### src/rtl/hex_display_arbiter_if.sv
// Bus between the display arbiter and its requesters.
// Carries the request levels and data, plus the grant pulse and the display drive.
interface hex_display_arbiter_if #(
    parameter int NUM_REQ = 4,
    parameter int DATA_W  = 8
);
    logic [NUM_REQ-1:0]        req;
    logic [NUM_REQ*DATA_W-1:0] req_data;
    logic [NUM_REQ-1:0]        grant;
    logic [3:0]                disp_hi;
    logic [3:0]                disp_lo;
    logic [2:0]                disp_src;
    logic                      disp_valid;
    logic                      busy;

    modport master (
        output req, req_data,
        input  grant, disp_hi, disp_lo, disp_src, disp_valid, busy
    );

    modport slave (
        input  req, req_data,
        output grant, disp_hi, disp_lo, disp_src, disp_valid, busy
    );
endinterface

### src/rtl/hex_display_arbiter.sv
// Round-robin arbiter sharing one two-digit hex display among NUM_REQ requesters.
// The granted byte is latched and held on the display for HOLD_CYCLES after the grant cycle.
module hex_display_arbiter #(
    parameter int NUM_REQ     = 4,
    parameter int DATA_W      = 8,
    parameter int HOLD_CYCLES = 50000000
) (
    input logic                  clock,
    input logic                  reset,
    hex_display_arbiter_if.slave bus
);
    localparam int PTR_W = (NUM_REQ > 1) ? $clog2(NUM_REQ) : 1;
    localparam int CNT_W = (HOLD_CYCLES > 1) ? $clog2(HOLD_CYCLES) : 1;

    typedef enum logic [1:0] {IDLE, GRANT, HOLD} state_t;

    state_t            state;
    logic [PTR_W-1:0]  last;
    logic [PTR_W-1:0]  winner;
    logic [CNT_W-1:0]  cnt;
    logic [DATA_W-1:0] win_data;

    // First set request bit strictly after 'from', wrapping modulo NUM_REQ.
    function automatic logic [PTR_W-1:0] pick(input logic [NUM_REQ-1:0] r,
                                              input logic [PTR_W-1:0]   from);
        logic [PTR_W-1:0] w;
        logic             found;
        int               idx;
        w     = '0;
        found = 1'b0;
        for (int k = 1; k <= NUM_REQ; k++) begin
            idx = (int'(from) + k) % NUM_REQ;
            if (!found && r[idx]) begin
                found = 1'b1;
                w     = PTR_W'(idx);
            end
        end
        return w;
    endfunction

    assign winner   = pick(bus.req, last);
    assign win_data = bus.req_data[int'(winner)*DATA_W +: DATA_W];

    always_ff @(posedge clock) begin
        if (reset) begin
            state          <= IDLE;
            last           <= PTR_W'(NUM_REQ - 1);
            cnt            <= '0;
            bus.grant      <= '0;
            bus.disp_hi    <= 4'h0;
            bus.disp_lo    <= 4'h0;
            bus.disp_src   <= 3'd0;
            bus.disp_valid <= 1'b0;
            bus.busy       <= 1'b0;
        end else begin
            case (state)
                IDLE: begin
                    bus.grant <= '0;
                    if (bus.req != '0) begin
                        bus.disp_hi    <= win_data[7:4];
                        bus.disp_lo    <= win_data[3:0];
                        bus.disp_src   <= 3'(winner);
                        bus.disp_valid <= 1'b1;
                        bus.grant      <= {{(NUM_REQ-1){1'b0}}, 1'b1} << winner;
                        bus.busy       <= 1'b1;
                        last           <= winner;
                        state          <= GRANT;
                    end
                end
                GRANT: begin
                    bus.grant <= '0;
                    cnt       <= CNT_W'(HOLD_CYCLES - 1);
                    state     <= HOLD;
                end
                HOLD: begin
                    // Exit on the edge where the counter is already zero, so it never wraps.
                    if (cnt == '0) begin
                        bus.busy <= 1'b0;
                        state    <= IDLE;
                    end else begin
                        cnt <= cnt - CNT_W'(1);
                    end
                end
                default: begin
                    bus.grant <= '0;
                    bus.busy  <= 1'b0;
                    state     <= IDLE;
                end
            endcase
        end
    end
endmodule
### src/flat_wrapper.sv
// flat-port wrapper written by rule: the top's interface ports become plain ports
module hex_display_arbiter_flat 
#(
    parameter int NUM_REQ     = 4,
    parameter int DATA_W      = 8,
    parameter int HOLD_CYCLES = 50000000
)
  (clock, reset, bus_req, bus_req_data, bus_grant, bus_disp_hi, bus_disp_lo, bus_disp_src, bus_disp_valid, bus_busy);
  hex_display_arbiter_if #(.NUM_REQ(NUM_REQ), .DATA_W(DATA_W)) bus_i ();
  input logic clock;
  input logic reset;
  input wire logic [$bits(bus_i.req)-1:0] bus_req;
  input wire logic [$bits(bus_i.req_data)-1:0] bus_req_data;
  output wire logic [$bits(bus_i.grant)-1:0] bus_grant;
  output wire logic [$bits(bus_i.disp_hi)-1:0] bus_disp_hi;
  output wire logic [$bits(bus_i.disp_lo)-1:0] bus_disp_lo;
  output wire logic [$bits(bus_i.disp_src)-1:0] bus_disp_src;
  output wire logic [$bits(bus_i.disp_valid)-1:0] bus_disp_valid;
  output wire logic [$bits(bus_i.busy)-1:0] bus_busy;
  assign bus_i.req = bus_req;
  assign bus_i.req_data = bus_req_data;
  assign bus_grant = bus_i.grant;
  assign bus_disp_hi = bus_i.disp_hi;
  assign bus_disp_lo = bus_i.disp_lo;
  assign bus_disp_src = bus_i.disp_src;
  assign bus_disp_valid = bus_i.disp_valid;
  assign bus_busy = bus_i.busy;
  hex_display_arbiter #(.NUM_REQ(NUM_REQ), .DATA_W(DATA_W), .HOLD_CYCLES(HOLD_CYCLES)) u_core (.clock(clock), .reset(reset), .bus(bus_i));
endmodule
### config.mk
export PLATFORM = sky130hd
export DESIGN_NAME = hex_display_arbiter_flat
export DESIGN_NICKNAME = d
export VERILOG_FILES = /design/src/rtl/hex_display_arbiter_if.sv /design/src/rtl/hex_display_arbiter.sv /design/src/flat_wrapper.sv
export SDC_FILE = /design/constraint.sdc
export NUM_CORES = 1
export LEC_CHECK = 0
export CAP_MARGIN = 20
export CORE_MARGIN = 2
export CORE_UTILIZATION = 50
export DETAILED_ROUTE_END_ITERATION = 10
export PLACE_DENSITY = 0.82
export SYNTH_ARGS = -nofsm -noshare
export SYNTH_HDL_FRONTEND = slang
export SYNTH_SLANG_ARGS = --single-unit
### constraint.sdc
create_clock -name clock -period 3.05 [get_ports clock]
set_input_delay 0.915 -clock clock [delete_from_list [all_inputs] [get_ports clock]]
set_output_delay 0.915 -clock clock [all_outputs]
set_load 0.01 [all_outputs]
==> results.ini <==
[routing]
wl_per_cell_um=14.7
ant_nets=0
drt-initial-drc-count=143
viasPerCell=5.90
vias=2371
dr.pass1.iters=4
drc=0
wl_um=5910

[timing]
setup_violations=0
min_period_ns=2.68
timing.final.crit_share_pct=87.9
max_freq_mhz=373
clock_skew_ns=0.00541
setup_tns_ns=0
worst_pin_slew_ns=0.686
slew_headroom_pct=54.0
hold_viol_final=0
rsz0062_at_grt=false
layout_setup_ws_ns=0.368
maxSlewViolCount=0

[logic_synthesis]
synth-edff-count=0
ys_warn_count=0
ys_ff_latch=46
syn_inst=284
syn_avg_cell_area_sq_um=8.58
synth_ff_type=dfxtp_1
syn_area_sq_um=2440
seq_area_frac_synth_pct=37.8
synth_cell_types=49
syn_nets=323
synthArstFlopShare_pct=0

[die]
placementRows=25
core_area_sq_um=4720
die-area_sq_um=5450
io-pin-count=55
fp.dieH_um=73.8
start_util_pct=51.6
die_w_um=73.8

[clocking]
clock_path_buffers=2
cts_root_buf=clkbuf_8
clk_latency_ns=0.30
cts_sinks=46
cts_hold_buf=0
postCtsSetupBuffers=0
cts_tree=yes
htree_levels=2
clk_pin_slew_ns=0.09
numCtsBuffers=5
post_cts_resize_count=0

[worst_setup_path]
r2r-start=u_core.cnt[0]
cp-end-kind=register
startpoint_type=register
critical_path.cell_chain=inv_1 > ha_1 > or4b_4 > or3_1 > or3_4 > or4_1 > a21oi_1
reg2reg_slack_ns=0.37
r2r_cells=7
cpLargestDelayFamily=simple AND/OR/NAND/NOR gates
path_class=reg -> reg
cp_slowest_stage_delay_ns=0.51
crit_arrival_ns=2.91
cp_data_required_time_ns=3.28
path_max_fanout=8
critPathBufInv=1
cp.depth=7
r2r_end=u_core.cnt[18]
slowest_stage=or4b_4

[global_routing]
grt_pass1_wl_um=10000
overflow=0
grt_pass1_vias=2238
antenna_found_initial=0
grt_max_degree=29
grt_use_total_pct=23.4
grtUsageMet2_pct=40.8
grt_util_met1_pct=27.2
globalRoute.busiestLayer=met2
met3_usage_pct=8.37

[placement]
gp_congestion=0.800
dp_hpwl_um=4310
port_buffers=53
place_ws_ns=0.299

[power]
peakVddDrop_v=0.000247
p_int_mw=1.24
p_sw_mw=0.615
comb_power_share_pct=34.3
leakagePower_nw=1.15
seq_power_share_pct=41.4
pwr-share-clk_pct=24.3
switching_share_pct=33.2
p_per_area_nw_per_um2=587

[min_path]
hold_class=reg -> reg
min_to=u_core.bus.grant[0]
hold_start=u_core.bus.grant[0]
hold_depth=2

[layout]
nFillCells=401
area_growth_pct=29.4
multiInputGateArea_sq_um=1430
diodes=0
seq_area_sq_um=921
final_layout_size_suffix_gt1_share_pct=8.06
nets=373

[run]
drv_cap=0

[status]
status=finished clean

==> power by group through the flow <==
stage / Clock, mW / Combinational (mW) / Sequential, mW
6_report: 0.450 / 0.635 / 0.765
5_1_grt: 0.480 / 0.705 / 0.777
4_1_cts: 0.456 / 0.636 / 0.763
3_5_place_dp: 0 / 0.631 / 0.776
3_3_place_gp: 0 / 0.616 / 0.772
2_1_floorplan: 0 / 0.406 / 0.766
==> layer usage <==
| layer | vias up | wire length [um] |
|---|---|---|
| li1 | 1177 | - |
| met1 | 1114 | 2530 |
| met2 | 78 | 2920 |
| met3 | 2 | 427 |
| met4 | 0 | 27 |
| met5 | - | 0 |
==> sequential cells by signal (all words and copies together) (netlist names) <==
name and flops:
u_core.bus.busy 1, u_core.bus.disp_hi 4, u_core.bus.disp_lo 4, u_core.bus.disp_src 2
u_core.bus.disp_valid 1, u_core.bus.grant 4, u_core.cnt 26, u_core.last 2
u_core.state 2
==> worst max path at each step <==
stage                        from               endpoint  slack [ns]
detailed placement     bus_req[3]  u_core.bus.disp_hi[3]        0.30
CTS                 u_core.cnt[0]         u_core.cnt[18]        0.35
floorplan           u_core.cnt[0]         u_core.cnt[24]        0.53
finish              u_core.cnt[0]         u_core.cnt[18]        0.37
global placement       bus_req[3]  u_core.bus.disp_hi[3]        0.37
global route        u_core.cnt[0]         u_core.cnt[18]        0.19
==> stage by stage <==
step / cells / cell area, sq um / util (%) / power (mW) / hold WS [ns]
6_report: 402 / 3150 / 66.7 / 1.85 / 0.461
5_1_grt: 402 / 3150 / 66.7 / 1.96 / 0.484
4_1_cts: 402 / 3150 / 66.7 / 1.85 / 0.467
3_5_place_dp: 394 / 3040 / 64.4 / 1.41 / 0.454
3_3_place_gp: 394 / 3040 / 64.4 / 1.39 / 0.448
2_1_floorplan: 284 / 2440 / - / 1.17 / 0.446
==> placed cells by master (no fill, tap or decap), drive strengths merged, types with 6 or more instances in the layout <==
cell            n
nor3            7
mux2i          18
a21oi          16
nor4            6
or4            12
nand3           6
nor2           27
nand2b         11
a211oi          7
a31oi          12
clkdlybuf4s50  53
or3            10
nand2          15
dfxtp          46
nand3b          9
buf             8
o221ai          9
==> cells by family after synthesis <==
logic type | synth area share, %
buffers and inverters | 3.65
muxes | 7.40
and+or+nand+nor | 28.2
adders and majority gates | 0.514
AOI/OAI and AO/OA | 20.5
xor gates and xnor gates | 1.80
DFF | 37.8
other | 0.154
==> worst reg2reg max path: stages, from the launching register on <==
cell,delay [ns]
dfxtp_1,0.35
inv_1,0.07
ha_1,0.19
or4b_4,0.51
or3_1,0.50
or3_4,0.45
or4_1,0.41
a21oi_1,0.15
==> cells in the mapped netlist, types with 2 or more instances <==
library cell	instances	area, sq um
dfxtp_1	46	921
nor2_1	27	101
mux2i_1	18	180
a21oi_1	16	80.1
clkbuf_1	15	56.3
nand2_1	15	56.3
a31oi_1	12	75.1
nand2b_1	11	68.8
or4_1	11	82.6
nand3b_1	9	67.6
o221ai_1	9	78.8
or3_1	9	56.3
a211oi_1	7	52.6
nor3_1	7	35.0
nand3_1	6	30.0
nor4_1	6	37.5
o21ai_0	5	25.0
a31o_2	4	35.0
inv_1	4	15.0
xnor2_1	4	35.0
a22oi_1	3	22.5
nand4_1	3	18.8
o311ai_0	3	26.3
a211o_1	2	17.5
a21o_1	2	15.0
and3_1	2	12.5
and4_1	2	17.5
nor2b_1	2	12.5
o211ai_1	2	15.0
o31ai_1	2	15.0
or2_2	2	12.5
==> cell type report <==
| class | count | share of cell area (%) |
|---|---|---|
| Inverter | 4 | 0.476 |
| Clock buffer | 5 | 2.18 |
| Timing Repair Buffer | 61 | 18.7 |
| Multi-Input combinational cell | 216 | 45.5 |
| Clock inverter | 3 | 1.27 |
| Sequential cell | 46 | 29.2 |
| Tap cell | 67 | 2.66 |
(Power assumes the default switching activity.)
